### src/rtl/mem_access_stage.sv
// MEM pipeline stage: decodes loads/stores from EX/MEM, runs a single-outstanding
// data-memory handshake with an ack timeout, and registers the MEM/WB result.
module mem_access_stage #(
    parameter int unsigned TIMEOUT = 255
) (
    input  logic        clk,
    input  logic        reset,
    input  logic        valid_in,
    input  logic [31:0] alu_result_in,
    input  logic [31:0] store_data_in,
    input  logic [4:0]  Rd_in,
    input  logic        mem_read_in,
    input  logic        mem_write_in,
    input  logic        reg_write_in,
    input  logic [2:0]  funct3_in,
    output logic        dmem_req,
    output logic        dmem_we,
    output logic [31:0] dmem_addr,
    output logic [31:0] dmem_wdata,
    output logic [3:0]  dmem_be,
    input  logic        dmem_ack,
    input  logic [31:0] dmem_rdata,
    output logic        stall_out,
    output logic        valid_out,
    output logic        reg_write_out,
    output logic        mem_fault_out,
    output logic [31:0] wb_data_out,
    output logic [4:0]  Rd_out
);

    // state  | meaning
    // IDLE   | accepting EX/MEM; non-memory ops and faults retire in one edge
    // ACCESS | request outstanding on dmem, waiting for ack or timeout

    typedef enum logic [0:0] {IDLE, ACCESS} state_t;

    localparam logic [7:0] TIMEOUT_C = 8'(TIMEOUT);

    state_t      state_q, state_d;
    logic [7:0]  cnt_q, cnt_d;
    logic [31:0] addr_q, addr_d;
    logic [31:0] wdata_q, wdata_d;
    logic [3:0]  be_q, be_d;
    logic        we_q, we_d;
    logic [4:0]  rd_q, rd_d;
    logic [2:0]  f3_q, f3_d;
    logic        rw_q, rw_d;
    logic        load_q, load_d;

    logic        valid_q, valid_d;
    logic        rw_out_q, rw_out_d;
    logic        fault_q, fault_d;
    logic [31:0] wb_q, wb_d;
    logic [4:0]  rd_out_q, rd_out_d;

    logic        is_mem;
    logic        fault_c;
    logic        stall_c;
    logic [3:0]  st_be;
    logic [31:0] st_wdata;
    logic [7:0]  ld_byte;
    logic [15:0] ld_half;
    logic [31:0] ld_data;

    assign is_mem = mem_read_in | mem_write_in;

    // Misalignment, illegal size codes and read+write together all retire as faults
    always_comb begin
        fault_c = 1'b0;
        if (mem_read_in && mem_write_in) begin
            fault_c = 1'b1;
        end else if (mem_read_in) begin
            case (funct3_in)
                3'b000, 3'b100: fault_c = 1'b0;
                3'b001, 3'b101: fault_c = alu_result_in[0];
                3'b010:         fault_c = |alu_result_in[1:0];
                default:        fault_c = 1'b1;
            endcase
        end else if (mem_write_in) begin
            case (funct3_in)
                3'b000:  fault_c = 1'b0;
                3'b001:  fault_c = alu_result_in[0];
                3'b010:  fault_c = |alu_result_in[1:0];
                default: fault_c = 1'b1;
            endcase
        end
    end

    always_comb begin
        st_be    = 4'b1111;
        st_wdata = store_data_in;
        case (funct3_in[1:0])
            2'b00: begin
                st_be    = 4'b0001 << alu_result_in[1:0];
                st_wdata = {4{store_data_in[7:0]}};
            end
            2'b01: begin
                st_be    = alu_result_in[1] ? 4'b1100 : 4'b0011;
                st_wdata = {2{store_data_in[15:0]}};
            end
            default: begin
                st_be    = 4'b1111;
                st_wdata = store_data_in;
            end
        endcase
    end

    always_comb begin
        ld_byte = dmem_rdata[7:0];
        case (addr_q[1:0])
            2'b00: ld_byte = dmem_rdata[7:0];
            2'b01: ld_byte = dmem_rdata[15:8];
            2'b10: ld_byte = dmem_rdata[23:16];
            2'b11: ld_byte = dmem_rdata[31:24];
            default: ld_byte = dmem_rdata[7:0];
        endcase
        ld_half = addr_q[1] ? dmem_rdata[31:16] : dmem_rdata[15:0];
        case (f3_q)
            3'b000:  ld_data = {{24{ld_byte[7]}}, ld_byte};
            3'b100:  ld_data = {24'h0, ld_byte};
            3'b001:  ld_data = {{16{ld_half[15]}}, ld_half};
            3'b101:  ld_data = {16'h0, ld_half};
            default: ld_data = dmem_rdata;
        endcase
    end

    always_comb begin
        state_d  = state_q;
        cnt_d    = cnt_q;
        addr_d   = addr_q;
        wdata_d  = wdata_q;
        be_d     = be_q;
        we_d     = we_q;
        rd_d     = rd_q;
        f3_d     = f3_q;
        rw_d     = rw_q;
        load_d   = load_q;
        valid_d  = 1'b0;
        rw_out_d = 1'b0;
        fault_d  = 1'b0;
        wb_d     = wb_q;
        rd_out_d = rd_out_q;
        stall_c  = 1'b0;

        case (state_q)
            IDLE: begin
                if (valid_in) begin
                    if (!is_mem) begin
                        valid_d  = 1'b1;
                        wb_d     = alu_result_in;
                        rd_out_d = Rd_in;
                        rw_out_d = reg_write_in;
                    end else if (fault_c) begin
                        valid_d  = 1'b1;
                        fault_d  = 1'b1;
                        wb_d     = alu_result_in;
                        rd_out_d = Rd_in;
                    end else begin
                        stall_c  = 1'b1;
                        state_d  = ACCESS;
                        cnt_d    = 8'd0;
                        addr_d   = alu_result_in;
                        wdata_d  = st_wdata;
                        be_d     = mem_write_in ? st_be : 4'b1111;
                        we_d     = mem_write_in;
                        rd_d     = Rd_in;
                        f3_d     = funct3_in;
                        rw_d     = reg_write_in;
                        load_d   = mem_read_in;
                    end
                end
            end
            ACCESS: begin
                if (dmem_ack) begin
                    state_d  = IDLE;
                    we_d     = 1'b0;
                    valid_d  = 1'b1;
                    rd_out_d = rd_q;
                    wb_d     = load_q ? ld_data : addr_q;
                    rw_out_d = load_q & rw_q;
                end else if (cnt_q == TIMEOUT_C) begin
                    state_d  = IDLE;
                    we_d     = 1'b0;
                    valid_d  = 1'b1;
                    fault_d  = 1'b1;
                    rd_out_d = rd_q;
                    wb_d     = addr_q;
                end else begin
                    stall_c  = 1'b1;
                    cnt_d    = cnt_q + 8'd1;
                end
            end
            default: state_d = IDLE;
        endcase
    end

    always_ff @(posedge clk) begin
        if (reset) begin
            state_q  <= IDLE;
            cnt_q    <= 8'd0;
            addr_q   <= 32'h0;
            wdata_q  <= 32'h0;
            be_q     <= 4'h0;
            we_q     <= 1'b0;
            rd_q     <= 5'd0;
            f3_q     <= 3'd0;
            rw_q     <= 1'b0;
            load_q   <= 1'b0;
            valid_q  <= 1'b0;
            rw_out_q <= 1'b0;
            fault_q  <= 1'b0;
            wb_q     <= 32'h0;
            rd_out_q <= 5'd0;
        end else begin
            state_q  <= state_d;
            cnt_q    <= cnt_d;
            addr_q   <= addr_d;
            wdata_q  <= wdata_d;
            be_q     <= be_d;
            we_q     <= we_d;
            rd_q     <= rd_d;
            f3_q     <= f3_d;
            rw_q     <= rw_d;
            load_q   <= load_d;
            valid_q  <= valid_d;
            rw_out_q <= rw_out_d;
            fault_q  <= fault_d;
            wb_q     <= wb_d;
            rd_out_q <= rd_out_d;
        end
    end

    assign dmem_req      = (state_q == ACCESS);
    assign dmem_we       = we_q;
    assign dmem_addr     = {addr_q[31:2], 2'b00};
    assign dmem_wdata    = wdata_q;
    assign dmem_be       = be_q;
    assign stall_out     = stall_c & ~reset;
    assign valid_out     = valid_q;
    assign reg_write_out = rw_out_q;
    assign mem_fault_out = fault_q;
    assign wb_data_out   = wb_q;
    assign Rd_out        = rd_out_q;

endmodule

### config.mk
export PLATFORM = sky130hd
export DESIGN_NAME = mem_access_stage
export DESIGN_NICKNAME = d
export VERILOG_FILES = /design/src/rtl/mem_access_stage.sv
export SDC_FILE = /design/constraint.sdc
export NUM_CORES = 1
export LEC_CHECK = 0
export ABC_AREA = 1
export ABC_CLOCK_PERIOD_IN_PS = 1500
export CAP_MARGIN = 20
export CORE_MARGIN = 2
export CORE_UTILIZATION = 42
export CTS_CLUSTER_DIAMETER = 50
export DETAILED_ROUTE_END_ITERATION = 16
export PLACE_DENSITY = 0.81
export SYNTH_ARGS = -nofsm -noshare
export SYNTH_HDL_FRONTEND = slang
export SYNTH_SLANG_ARGS = --single-unit
### constraint.sdc
create_clock -name clk -period 1.5 [get_ports clk]
set_input_delay 0.3 -clock clk [delete_from_list [all_inputs] [get_ports clk]]
set_output_delay 0.3 -clock clk [all_outputs]
set_load 0.01 [all_outputs]
; ---- Yosys cells after proc, flatten, opt, wreduce, memory -nomap -nowiden
; Index checks and enable logic that the tools add are counted.
[word_totals]
elab_cells = 111
ff_bits = 128
out_inout_bits = 111
input_bits = 111
[classes]
eq_ne = 19
mux = 57
reduce_logical = 12
addsub = 1
bitwise = 6
n_shift = 1
[op_table]
columns = operator, count
row1 = $mux 32, 6
row2 = $pmux 32 s2, 2
row3 = $pmux 32 s4, 1
row4 = $mux 8, 5
row5 = $pmux 8 s4, 1
row6 = $mux 5, 5
row7 = $mux 1, 24
row8 = $mux 16, 1
row9 = $pmux 8 s2, 1
row10 = $eq 3x3->1 const B, 4
row11 = $ne 2x2->1 const B, 5
row12 = $pmux 1 s2, 5
row13 = $pmux 5 s2, 1
row14 = $add 8x1->8 const B, 1
row15 = $eq 8x8->1 const B, 1
row16 = $mux 4, 2
row17 = $pmux 4 s2, 1
row18 = $reduce_and 4->1, 2
row19 = $eq 3x1->1 const B, 2
row20 = $logic_not 3->1, 2
row21 = $pmux 1 s3, 2
row22 = $reduce_or 2->1, 3
row23 = $reduce_and 5->1, 1
row24 = $eq 2x1->1 const B, 2
row25 = other kinds (11), 16

; ---- Depth between registers and ports, before layout
[depth]
depth_word = 10
ltp_mapped = 12
ltp_nobuf = 10

; ---- Least setup slack after synthesis
; OpenSTA, ideal clock, no wires.
[synth_path]
kind = register -> output
startpoint = register state_q (netlist: dmem_req)
endpoint = output stall_out
path_stages_with_launch = 7
path_buffers = 3
setup_slack_ns = -0.269
arrival_time_ns = 1.469
required_ns = 1.200
path_cell_list = dfxtp_1 > buf_2 > nor2_2 > nand4_4 > buf_2 > buf_2 > a21oi_1
[synth_via]
elab_chain_len = 3
[synth_lines]
columns = item, line
row1 = start: declaration, 39  ; state_t state_q, state_d;
row2 = start signal: assignment, 215  ; state_q <= state_d;
row3 = $not 1->1 (no source line), -
row4 = $pmux 1 s2 *, 145  ; case (state_q)
row5 = $and 1x1->1 *, 238  ; assign stall_out = stall_c & ~reset;
row6 = end: declaration, 23  ; output logic stall_out,
; Every way passes the cells marked *; elsewhere a longest branch is shown, timed or not.

; ---- Worst setup path after layout
[layout_path]
startpoint = register cnt_q[1]
endpoint = output stall_out
[layout_via]
elab_chain_len = 5
[layout_lines]
columns = item, line
row1 = start: declaration, 40  ; logic [7:0] cnt_q, cnt_d;
row2 = start signal: assignment, 216  ; cnt_q <= cnt_d;
row3 = $eq 8x8->1, 181  ; end else if (cnt_q == TIMEOUT_C) begin
row4 = $mux 1, 181
row5 = $mux 1, 174  ; if (dmem_ack) begin
row6 = $pmux 1 s2, 145
row7 = $and 1x1->1, 238
; No other way between the ends.

==> results.tsv <==
metric	value	unit
outcome	finished with violations	
violations	negative setup slack	
cp_slowest_cell	dfxtp_2	
fin_ws	-0.290	ns
worstPathArrival	1.49	ns
routed_wire_length_per_instance	16.9	um
peakVddDrop	829	uV
yosysSeqAreaShare	0.371	
grt_max_degree	56	
top_layer	met4	
overflow	0	
clock_latency	0.43	ns
timing.hold.ws	0.321	ns
fin_crit	1.79	ns
synthCells	1075	
dp_cells	1499	
wl_met3	2.52	mm
wl	26.4	mm
cts-buffers-inserted	17	
cts_buffer_depth	2	
end_kind	primary output	
met1_length	10.2	mm
fin_skew	0.0119	ns
hold_viol_final	0	
ys_warn_count	0	
crit_fanout	2	
max_stage_delay	0.33	ns
path_class	reg2out	
rsz0062_at_grt	yes	
dp_hpwl	17.2	mm
path_clk_slew	0.05	ns
leakage	5.19	nW
multi_input_area	3680	um^2
grt_antenna_before_repair	0	
fin_nets	1447	
vias_per_cell	5.22	
htree_levels	4	
core-area	16000	um^2
min_period_over_period	1.19	
ys_seq_elements	128	
die_h	132	um
fillers	1396	
drt_iter0_markers	641	
die_area	17500	um^2
drive_gt1_frac	0.154	
grt_pass1_wl	38.7	mm
synth_top_area_share	0.371	
place.port_buffers	219	
holdBufCountCts	0	
cts_tree	yes	
final-max-slew-violation-count	0	
vias	8163	
grt_pass1_vias	7570	
first_pass_iters	7	
cts_num_sinks	128	
crit_chain	ha_4 > nand2_4 > nor2_4 > nand3_2 > nand3_2 > a21oi_4 > buf_6	
timing.critical_path.mode_cell	nand3_2	
max_freq	0.559	GHz
yosys.area.top_type	dfxtp_1	
place_ws	-0.852	ns
die_w	132	um
insertedDiodeCount	0	
syn_avg_cell_area	6.43	um^2
min_path_type	in2reg	
row_count	46	
seqCellArea	2570	um^2
gp_congestion	0.994	
antenna_left	0	
synth.distinct_cells	28	
cap_violations	0	
worstPathRequired	1.20	ns
p_per_area	962	nW/um^2
grt_usage	0.280	
start_kind	flop	
synth_area_leaders	dfxtp_1 (37%), nand2_1 (17%), a21oi_1 (9.7%), o21ai_0 (6.0%), inv_1 (4.8%)	
drcViolationCount	0	
boundaryPins	222	
area_growth	57.0	%
stdcell_count	1564	
initial_core_util	0.432	
path_buf_inv	1	
finalSetupViolCount	54	
dr_wl_met2	12.4	mm
clockRootBuffer	clkbuf_16	
path_delay_family	flip-flops	
syn_area	6910	um^2
## worst min-delay path: cells and delay by family
| kind | cells | cell delay, ns |
|---|---|---|
| buffers and inverters | 2 | 0.27 |
| AO/OA/AOI/OAI | 2 | 0.13 |
## synth_stat cells, drive strengths merged
library cell / instances
nand2: 323
or2: 1
buf: 59
dfxtp: 128
clkbuf: 39
xor2: 1
nor3: 3
conb: 1
ha: 1
xnor2: 3
clkinv: 4
nand3: 66
o211ai: 8
o21ai: 96
inv: 89
a21oi: 134
nor2: 94
nand3b: 24
nand4: 1
## where the power goes
group | internal (W) | switching [W]
logic | 0.00120 | 0.00132
registers | 0.00364 | 0.000125
clock network | 0.00257 | 0.00157
## registers in the layout (all words and copies together), names as in the netlist
register	count
load_q	1
wb_data_out	32
dmem_req	1
Rd_out	5
cnt_q	8
dmem_we	1
rw_q	1
rd_q	5
dmem_be	4
mem_fault_out	1
dmem_wdata	32
addr_q	32
f3_q	3
valid_out	1
reg_write_out	1
## layout by cell type (no fill, tap or decap), types with 35 or more instances in the layout
master	instances
buf_4	80
clkdlybuf4s50_1	102
inv_1	84
nor2_1	80
nand2_1	313
dlygate4sd2_1	110
nand3_1	62
o21ai_0	54
a21oi_1	127
dfxtp_1	124
o21ai_1	35
## area by class of cell
class                           instances  area share
Clock inverter                          9     0.00992
Multi-Input combinational cell        759       0.340
Sequential cell                       128       0.237
Timing Repair Buffer                  335       0.312
Tap cell                              216      0.0249
Inverter                               93      0.0324
Timing Repair inverter                  1    0.000692
Clock buffer                           23      0.0441
## timing repair
action                                  4_1_cts  5_1_grt
gates cloned                                  6        8
pin swaps                                    12       21
hold endpoints to repair                      0        0
buffers inserted                             11        9
endpoints found under the setup margin      230      100
gates resized for setup                     156       75
## metal layers
layer / up-vias / global-route usage
li1: 3950 / -
met1: 3705 / 0.329
met2: 425 / 0.462
met3: 83 / 0.0765
met4: 0 / 0.155
met5: - / 0
## final timing paths
kind                    end     start  cells after the start  slack (ns)
setup reg to reg  Rd_out[3]  cnt_q[1]                     11       -0.24
hold / removal     cnt_q[0]     reset                      4        0.32
setup / recovery  stall_out  cnt_q[1]                      7       -0.29
hold reg to reg     rd_q[3]   rd_q[3]                      2        0.45
## kinds of logic after synthesis
kind of cell               Yosys count  synth area share
AOI/OAI and AO/OA                  238             0.175
xor gates and xnor gates             4           0.00507
adders and majority gates            1           0.00181
buffers and inverters              191             0.130
DFF                                128             0.371
other                                1          0.000543
and+or+nand+nor                    512             0.317
## through the flow
step | power (W) | util | TNS, ns | cell area, um^2
final | 0.0104 | 0.678 | -8.15 | 10800
after global routing | 0.0108 | 0.678 | -14.92 | 10800
after CTS | 0.0102 | 0.653 | -10.39 | 10500
after detailed placement | 0.00614 | 0.601 | -86.07 | 9620
after global placement | 0.00611 | 0.601 | -79.77 | 9620
after floorplan | 0.00499 | - | -0.283 | 6970
Note: power is estimated with default switching activity, not from simulation.
